## src/rtl/uart_genome_dumper.sv

```systemverilog
// UART 8N1 readback of the active genome as a 42-byte frame:
// "ATOM", version, freq (LE), policy, DNA[32]. Inputs are snapshotted at start acceptance.
module uart_genome_dumper #(
  parameter int          CLK_FREQ  = 27000000,
  parameter int          BAUD_RATE = 115200,
  parameter logic [7:0]  VERSION   = 8'h01
) (
  input  logic         clk,
  input  logic         rst,
  input  logic         dump_start,
  input  logic [31:0]  poly_freq_in,
  input  logic         otp_en_in,
  input  logic [255:0] dna_in,
  output logic         uart_tx,
  output logic         dump_busy,
  output logic         dump_done,
  output logic [5:0]   byte_idx_out
);

  localparam int             CLK_DIV   = CLK_FREQ / BAUD_RATE;
  localparam int             CW        = $clog2(CLK_DIV) + 1;
  localparam logic [CW-1:0]  DIV_LAST  = CW'(CLK_DIV - 1);
  localparam logic [5:0]     LAST_BYTE = 6'd41;

  typedef enum logic [2:0] {S_IDLE, S_START, S_DATA, S_STOP, S_DONE} state_t;

  state_t         r_state;
  logic [CW-1:0]  r_baud_cnt;
  logic [2:0]     r_bit_idx;
  logic [5:0]     r_byte_idx;
  logic [31:0]    r_freq;
  logic           r_otp;
  logic [255:0]   r_dna;
  logic           r_tx;
  logic           r_busy;
  logic           r_done;

  logic [7:0]     w_byte;
  logic [4:0]     w_dna_sel;
  logic           w_bit_end;
  logic [2:0]     w_next_bit;

  // DNA bytes live at frame index 10..41; the 5-bit wrap maps them to 0..31.
  assign w_dna_sel  = r_byte_idx[4:0] - 5'd10;
  assign w_bit_end  = (r_baud_cnt == DIV_LAST);
  assign w_next_bit = r_bit_idx + 3'd1;

  always_comb begin
    w_byte = r_dna[{w_dna_sel, 3'b000} +: 8];
    case (r_byte_idx)
      6'd0:    w_byte = 8'h41;
      6'd1:    w_byte = 8'h54;
      6'd2:    w_byte = 8'h4F;
      6'd3:    w_byte = 8'h4D;
      6'd4:    w_byte = VERSION;
      6'd5:    w_byte = r_freq[7:0];
      6'd6:    w_byte = r_freq[15:8];
      6'd7:    w_byte = r_freq[23:16];
      6'd8:    w_byte = r_freq[31:24];
      6'd9:    w_byte = {7'b0, r_otp};
      default: w_byte = r_dna[{w_dna_sel, 3'b000} +: 8];
    endcase
  end

  always_ff @(posedge clk) begin
    if (rst) begin
      r_state    <= S_IDLE;
      r_baud_cnt <= '0;
      r_bit_idx  <= '0;
      r_byte_idx <= '0;
      r_freq     <= '0;
      r_otp      <= 1'b0;
      r_dna      <= '0;
      r_tx       <= 1'b1;
      r_busy     <= 1'b0;
      r_done     <= 1'b0;
    end else begin
      case (r_state)
        S_IDLE: begin
          r_tx       <= 1'b1;
          r_busy     <= 1'b0;
          r_done     <= 1'b0;
          r_byte_idx <= '0;
          r_bit_idx  <= '0;
          r_baud_cnt <= '0;
          if (dump_start) begin
            r_freq  <= poly_freq_in;
            r_otp   <= otp_en_in;
            r_dna   <= dna_in;
            r_tx    <= 1'b0;
            r_busy  <= 1'b1;
            r_state <= S_START;
          end
        end
        S_START: begin
          if (w_bit_end) begin
            r_baud_cnt <= '0;
            r_bit_idx  <= '0;
            r_tx       <= w_byte[0];
            r_state    <= S_DATA;
          end else begin
            r_baud_cnt <= r_baud_cnt + CW'(1);
          end
        end
        S_DATA: begin
          if (w_bit_end) begin
            r_baud_cnt <= '0;
            if (r_bit_idx == 3'd7) begin
              r_tx    <= 1'b1;
              r_state <= S_STOP;
            end else begin
              r_bit_idx <= w_next_bit;
              r_tx      <= w_byte[w_next_bit];
            end
          end else begin
            r_baud_cnt <= r_baud_cnt + CW'(1);
          end
        end
        S_STOP: begin
          if (w_bit_end) begin
            r_baud_cnt <= '0;
            if (r_byte_idx < LAST_BYTE) begin
              // Back-to-back bytes: next start bit follows the stop bit directly.
              r_byte_idx <= r_byte_idx + 6'd1;
              r_tx       <= 1'b0;
              r_state    <= S_START;
            end else begin
              r_busy  <= 1'b0;
              r_done  <= 1'b1;
              r_state <= S_DONE;
            end
          end else begin
            r_baud_cnt <= r_baud_cnt + CW'(1);
          end
        end
        S_DONE: begin
          r_done     <= 1'b0;
          r_byte_idx <= '0;
          r_state    <= S_IDLE;
        end
        default: r_state <= S_IDLE;
      endcase
    end
  end

  assign uart_tx      = r_tx;
  assign dump_busy    = r_busy;
  assign dump_done    = r_done;
  assign byte_idx_out = r_byte_idx;

endmodule
```

## config.mk

```make
export PLATFORM = sky130hd
export DESIGN_NAME = uart_genome_dumper
export DESIGN_NICKNAME = d
export VERILOG_FILES = /design/src/rtl/uart_genome_dumper.sv
export SDC_FILE = /design/constraint.sdc
export NUM_CORES = 1
export LEC_CHECK = 0
export ABC_AREA = 1
export CAP_MARGIN = 25
export CORE_ASPECT_RATIO = 1.1
export CORE_MARGIN = 5
export CORE_UTILIZATION = 26
export CTS_CLUSTER_SIZE = 20
export DETAILED_ROUTE_END_ITERATION = 10
export PLACE_DENSITY = 0.47
export SLEW_MARGIN = 20
export SYNTH_ARGS = -nofsm -noshare
export SYNTH_HDL_FRONTEND = slang
export SYNTH_SLANG_ARGS = --single-unit
```

## constraint.sdc

```tcl
create_clock -name clk -period 3.5 [get_ports clk]
set_clock_uncertainty 0.05 [all_clocks]
set_input_delay 0.35 -clock clk [delete_from_list [all_inputs] [get_ports clk]]
set_output_delay 0.35 -clock clk [all_outputs]
set_load 0.01 [all_outputs]
```

==> impl_metrics.yaml, run 1 <==
worst_setup_path:
  critPathTopFamily: "simple AND/OR/NAND/NOR gates"
  cp-startpoint: "byte_idx_out[1]$_SDFFE_PP0P_"
  crit_type: "flip-flop to flip-flop"
  crit_path_dat_ns: 3.14
  cp_max_fo: 50
  timing.critical_path.mode_cell: "sky130_fd_sc_hd__nand2_1"
  critical_path.reg2reg.startpoint: "byte_idx_out[1]$_SDFFE_PP0P_"
  cp_cell_sequence: "buf_4 > ha_1 > o21ai_2 > o21ai_2 > nor2_4 > nand3_2 > nand4_1 > nand3_1 > nand3_1 > nand3_1 > nand3_2 > nand2_1 > nand2_1 > nand2_1 > nand2_1"
  worst_ep_required_time_ns: 3.89
  critical-path-max-stage-delay_ns: 0.59
  timing.critical_path.slowest_stage_cell: "sky130_fd_sc_hd__buf_4"
  critical_path.startpoint_type: "flip-flop"
  timing.critical_path.to_type: "flip-flop"
  worstPathBufferInverterCount: 1
routing:
  final_routed_wirelength_um: 58960
  vias: 14880
  antenna_violating_nets_post_route: 0
  route.detailed.vias_per_inst: 4.851
  average_detailed_routed_wire_length_per_instance_um: 19.22
  drt_first_iter_violations: 1142
  drt_pass_1_iters: 5
  drc_errors: 0
sta:
  final_period_minus_worst_setup_slack_ns: 2.750
  rsz0062_at_grt: "no"
  max_freq_mhz: 363.7
  relSlewSlack_pct: 30.63
  setup_tns_ns: 0
  final.period_utilization_pct: 78.56
  timing_worst_slew_pin_value_ns: 1.040
  hold_viol: 0
  fin_max_slew_vios: 0
  min_hold_slack_ns: 0.1592
  finalSetupViolCount: 0
pwr:
  net-switching-power_uw: 5165
  internal_cell_power_uw: 8528
  share_seq_of_total_power_pct: 34.2
  power_density_nw_per_um2: 700.7
  vdd.ir_drop.worst_uv: 706.2
  share_clk_of_total_power_pct: 31.5
  leakagePower_uw: 0.007098
  power.combinational.fraction_pct: 34.3
  totalPowerFinal_uw: 13690
  switching_share_of_power_pct: 37.72
status:
  status: "complete, no violations"
clock_network:
  clk_pin_slew_ns: 0.06
  cts-root-buf: "sky130_fd_sc_hd__clkbuf_16"
  tritoncts: "yes"
  cts.sink_count: 313
  tritoncts_buffers: 39
  cts_buffer_depth: 3
  clock_insertion_delay_worst_skew_ns: 0.55
  count_of_hold_buffers_inserted_by_post_cts_repair: 0
  htree_levels: 2
  post_cts_buffers: 0
  ctsResizeCount: 0
layout:
  finalNetCount: 2592
  share_of_final_layout_standard_cells_stronger_than_drive_strength_1_pct: 5.870
  finish.utilization_pct: 34.88
  flow.area_growth_from_synthesis_pct: 33.19
min_path:
  holdCritPathClass: "primary input to flip-flop"
  hold_path_startpoint: "rst"
logic_synthesis:
  ys_seq_elements: 313
  synth.avg_cell_area_um2: 6.970
  synthCells: 2105
  synth_ff_type: "sky130_fd_sc_hd__dfxtp_1"
  syn_nets: 2408
  synth.cell_area_um2: 14670
  ys_async_sr_fraction_pct: 0
  yosys.cell_types.count: 42
  synth_warnings: 0
  synth_enable_flop_cells: 0
  synth-seq-area-share_pct: 42.71
global_route:
  track_usage_pct: 18.26
  grt_start_max_net_pins: 183
  grt_pass1_wl_um: 89020
  first_global_vias: 14740
  antenna_found_initial: 8
  grt.overflow.total: 0
place:
  place.port_buffers: 300
  dp_hpwl_um: 41760
  gp_routability_congestion: 0.8410
floorplan:
  die_width_um: 236.5
  area_enclosed_by_the_die_boundary_um2: 61290
  placeableCoreArea_um2: 56020
  boundary_pins: 301
  placementRows: 91
  fp.dieH_um: 259.1
  floorplan.initialDensity_pct: 26.19
job:
  max-cap-violations: 0
power groups by stage:
stage	sequential, µW	combinational (µW)	clock, µW
2_1_floorplan	4620	3070	0
3_3_place_gp	4750	4750	0
3_5_place_dp	4750	4750	0
4_1_cts	4680	4760	4440
5_1_grt	4760	5210	4560
6_report	4680	4690	4320
synthesized netlist by cell type (all sizes together) (2+ instances only):
master  number  share of area, %
nand2      552                14
nand3      516                18
a21oi      338                12
dfxtp      313                43
clkbuf     130               3.3
inv         68               1.8
o21ai       59               2.2
buf         50               1.9
nor2        38               1.7
ha          11              0.94
nor3         6              0.20
a211oi       5              0.26
xor2         4              0.49
nand4        3              0.23
o22ai        2             0.085
cell usage in the layout, fill, tap and decap left out, types with 2 or more instances in the layout:
master / instances
sky130_fd_sc_hd__ha_1: 10
sky130_fd_sc_hd__nor2_1: 28
sky130_fd_sc_hd__o22ai_1: 2
sky130_fd_sc_hd__inv_1: 53
sky130_fd_sc_hd__nor2_4: 3
sky130_fd_sc_hd__a211oi_1: 5
sky130_fd_sc_hd__buf_8: 2
sky130_fd_sc_hd__nor3_1: 6
sky130_fd_sc_hd__o21ai_2: 4
sky130_fd_sc_hd__nand2_1: 550
sky130_fd_sc_hd__nand4_1: 2
sky130_fd_sc_hd__bufinv_16: 6
sky130_fd_sc_hd__nand2_4: 2
sky130_fd_sc_hd__clkbuf_8: 6
sky130_fd_sc_hd__inv_4: 4
sky130_fd_sc_hd__nand3_2: 7
sky130_fd_sc_hd__clkdlybuf4s50_1: 298
sky130_fd_sc_hd__clkbuf_16: 41
sky130_fd_sc_hd__clkinv_2: 6
sky130_fd_sc_hd__inv_2: 11
sky130_fd_sc_hd__nand3_1: 508
sky130_fd_sc_hd__clkinv_4: 2
sky130_fd_sc_hd__buf_12: 9
sky130_fd_sc_hd__xor2_1: 2
sky130_fd_sc_hd__o21ai_0: 53
sky130_fd_sc_hd__diode_2: 7
sky130_fd_sc_hd__nor2_8: 5
sky130_fd_sc_hd__nor2_2: 2
sky130_fd_sc_hd__dfxtp_1: 311
sky130_fd_sc_hd__a21oi_1: 338
sky130_fd_sc_hd__xor2_4: 2
sky130_fd_sc_hd__clkbuf_1: 7
sky130_fd_sc_hd__buf_4: 14
flip-flops by register name (all words and copies together), names as in the netlist:
name          flops
r_state           3
dump_busy         1
r_freq           32
uart_tx           1
byte_idx_out      6
r_bit_idx         3
dump_done         1
r_dna           256
r_baud_cnt        9
r_otp             1
layout make-up:
cell class                      count  area, µm²
Fill cell                        5973      36480
Multi-Input combinational cell   1543       7380
Sequential cell                   313       6271
Timing Repair Buffer              323       3298
Clock buffer                       54       1135
Tap cell                          744      930.9
Inverter                           69      276.5
Clock inverter                     15      232.7
Antenna cell                        7      17.52
per-stage QoR:
stage	cells	cell area, µm²	setup slack [ns]
6_report	3068	19540	0.7505
5_1_grt	3063	19530	0.5781
4_1_cts	3061	19520	0.7758
3_5_place_dp	2992	18160	0.7728
3_3_place_gp	2992	18160	0.7967
2_1_floorplan	2105	14670	0.9290
path summary, 6_finish.rpt:
check / endpoint / cells past startpoint / slack [ns]
min: r_baud_cnt[1]$_SDFFE_PP0P_ / 2 / 0.16
max reg2reg: uart_tx$_SDFFE_PP1P_ / 15 / 0.75
max: uart_tx$_SDFFE_PP1P_ / 15 / 0.75
min reg2reg: r_dna[229]$_SDFFE_PP0P_ / 2 / 0.40
kinds of logic after synthesis:
family,synth area share [%]
simple gates,34.42
flops,42.71
xor+xnor,0.4946
compound gates,14.33
fa+ha+maj,0.9381
buf+inv,7.112
routing by layer:
| metal | global-route usage [%] | wire (µm) | vias to the layer above |
|---|---|---|---|
| met2 | 30.55 | 27900 | 335 |
| li1 | - | - | 7480 |
| met1 | 24.52 | 27080 | 6996 |
| met5 | 0 | 13 | - |
| met4 | 4.442 | 1128 | 2 |
| met3 | 3.347 | 2829 | 70 |
Note: power is estimated with default switching activity, not from simulation.
==> run 2, diff against run 1 <==
- PLACE_DENSITY: 0.47 -> 0.49
- clock period: 3.5 -> 2.3 ns (I/O delays scaled with it)
==> run 2 against run 1 <==
  * Critical path depth rose by 2
  * Highest routed layer is now met4
  * Sequential power rose by 53%
  * First-iteration DRC count fell by 4.3%
  * Sequential share of layout area fell by 1.0 points
  * Setup slack got worse by 0.70 ns
  * Global-route usage barely moved
  * Die area did not move
  * Routed wire length rose by 2.7%
  * Register-to-register slack got worse by 0.70 ns
  * Via count rose by 3.1%
  * Largest power group unchanged
  * Core utilization rose by 1.1 points
==> impl_metrics.yaml, run 2 (synthesized netlist as in run 1, its figures left out) <==
status:
  status: "complete, no violations"
floorplan:
  placeableCoreArea_um2: 56020
  placementRows: 91
  floorplan.initialDensity_pct: 26.19
  area_enclosed_by_the_die_boundary_um2: 61290
  die_width_um: 236.5
  boundary_pins: 301
  fp.dieH_um: 259.1
routing:
  antenna_violating_nets_post_route: 0
  drt_first_iter_violations: 1093
  vias: 15340
  drt_pass_1_iters: 5
  final_routed_wirelength_um: 60560
  drc_errors: 0
  average_detailed_routed_wire_length_per_instance_um: 19.47
  route.detailed.vias_per_inst: 4.932
worst_setup_path:
  rr_endpoint: "uart_tx$_SDFFE_PP1P_"
  reg2regPathDepth: 17
  ff2ff_setup_slack_ns: 0.05
  cp_cell_sequence: "clkinv_8 > ha_4 > o21ai_4 > o21ai_4 > nor2_4 > buf_6 > inv_2 > nor2_8 > nand3_1 > nand3_1 > nand3_2 > nand3_2 > nand3_2 > nand2_1 > nand2_1 > nand2_1 > nand2_1"
  critical_path.reg2reg.startpoint: "byte_idx_out[0]$_SDFFE_PP0P_"
  cp_max_fo: 8
  critical-path-max-stage-delay_ns: 0.43
  timing.critical_path.mode_cell: "sky130_fd_sc_hd__nand2_1"
  critical_path.startpoint_type: "flip-flop"
  crit_type: "flip-flop to flip-flop"
  timing.critical_path.slowest_stage_cell: "sky130_fd_sc_hd__dfxtp_4"
  cp-startpoint: "byte_idx_out[0]$_SDFFE_PP0P_"
  timing.critical_path.to_type: "flip-flop"
  crit_path_dat_ns: 2.64
  worst_ep_required_time_ns: 2.69
layout:
  finalNetCount: 2642
  finish.utilization_pct: 36.02
  stdcell_count: 3111
  share_of_final_layout_standard_cells_stronger_than_drive_strength_1_pct: 8.879
  multi_input_area_um2: 7531
  flow.area_growth_from_synthesis_pct: 37.55
  fillers: 5960
  mostFrequentLayoutCell: "sky130_fd_sc_hd__nand2_1"
  finish.instance_area_um2: 20180
  largest-register: "r_dna"
  top_library_cells_by_usage_in_the_layout_fill_and_taps_aside: "545 x sky130_fd_sc_hd__nand2_1, 495 x sky130_fd_sc_hd__nand3_1, 335 x sky130_fd_sc_hd__a21oi_1"
  reg.largest.list: "r_dna x256, r_freq x32, r_baud_cnt x9"
  largest_register_ffs: 256
  regArea_um2: 6274
global_route:
  first_global_vias: 14880
  grt.overflow.total: 0
  grt_start_max_net_pins: 164
  antenna_found_initial: 2
  grt_pass1_wl_um: 88820
  track_usage_pct: 18.29
clock_network:
  cts.sink_count: 313
  cts_buffer_depth: 3
  htree_levels: 2
  cts-root-buf: "sky130_fd_sc_hd__clkbuf_16"
  clk_pin_slew_ns: 0.06
  clock_insertion_delay_worst_skew_ns: 0.55
  tritoncts_buffers: 38
  tritoncts: "yes"
sta:
  hold_viol: 0
  final_period_minus_worst_setup_slack_ns: 2.249
  max_freq_mhz: 444.6
  finalSetupViolCount: 0
  rsz0062_at_grt: "yes"
  final.period_utilization_pct: 97.79
  timing_worst_slew_pin_value_ns: 0.8338
  relSlewSlack_pct: 44.41
  fin_max_slew_vios: 0
  fin_ws_ns: 0.05076
  setup_tns_ns: 0
place:
  placedCellCount: 3031
  gp_routability_congestion: 0.8652
  dp_hpwl_um: 42240
  place.port_buffers: 300
  placedInstanceArea_um2: 18570
  dp_slack_ns: 0.02958
min_path:
  cell_depth_of_the_worst_min_delay_path: 3
  holdCritPathClass: "primary input to flip-flop"
  holdPathEnd: "r_dna[218]$_SDFFE_PP0P_"
  hold_path_startpoint: "dump_start"
pwr:
  leakagePower_uw: 0.007406
  power_density_nw_per_um2: 1041
  vdd.ir_drop.worst_uv: 522.0
job:
  max-cap-violations: 0
run 2: cell types whose count changed in the layout (fill, tap and decap cells not counted), sizes merged:
cell	change
buf	+45
bufinv	-4
clkbuf	+6
clkinv	+3
clkinvlp	-1
diode	-5
dlygate4sd3	+1
inv	-2
run 2: metal layers:
metal,routed length [µm],vias up,global-route usage (%)
met3,3565,84,3.071
li1,-,7571,-
met1,26880,7227,24.68
met5,0,-,0
met2,28390,461,29.86
met4,1722,0,6.094
run 2: power by group:
group / internal, µW / switching [µW]
logic: 2920 / 5000
clock network: 3530 / 2410
registers: 6520 / 625
total: 13000 / 8030
run 2: final cells by class:
| type | count | share of cell area [%] |
|---|---|---|
| sequential | 313 | 31.09 |
| multi-input combinational | 1543 | 37.32 |
| clock buffer | 55 | 5.431 |
| timing repair buffer | 374 | 19.52 |
| tap | 744 | 4.613 |
| inverter | 69 | 1.426 |
| antenna | 2 | 0.02480 |
| clock inverter | 11 | 0.5766 |
run 2: timing repair:
item                                    in CTS  in global routing
endpoints found under the hold margin       18                  0
gates cloned                                 0                  5
setup buffers                                0                  6
gates resized for setup                      2                 45
hold buffers                                 1                  0
pin swaps                                    0                 15
endpoints found under the setup margin       1                  6
run 2: critical path: cells and delay by family (launching register included):
kind | cells | cell delay [ns]
and+or+nand+nor | 11 | 0.92
DFF | 1 | 0.43
AOI/OAI and AO/OA | 2 | 0.28
buffers and inverters | 3 | 0.28
adders and majority gates | 1 | 0.18
run 2: worst max-delay path by stage:
stage / cells after the start / endpoint / slack [ns]
2_1_floorplan: 19 / uart_tx$_SDFFE_PP1P_ / 0.006
4_1_cts: 17 / uart_tx$_SDFFE_PP1P_ / 0.01
3_5_place_dp: 17 / uart_tx$_SDFFE_PP1P_ / 0.03
5_1_grt: 17 / uart_tx$_SDFFE_PP1P_ / -0.14
6_report: 17 / uart_tx$_SDFFE_PP1P_ / 0.05
3_3_place_gp: 15 / uart_tx$_SDFFE_PP1P_ / -0.03
run 2: metrics by stage:
step	power, µW	hold WS (ns)
after floorplan	11780	0.3449
after global placement	14680	0.3864
after detailed placement	14680	0.3926
after CTS	20730	0.04717
after global routing	22290	0.08237
final	21000	0.07566
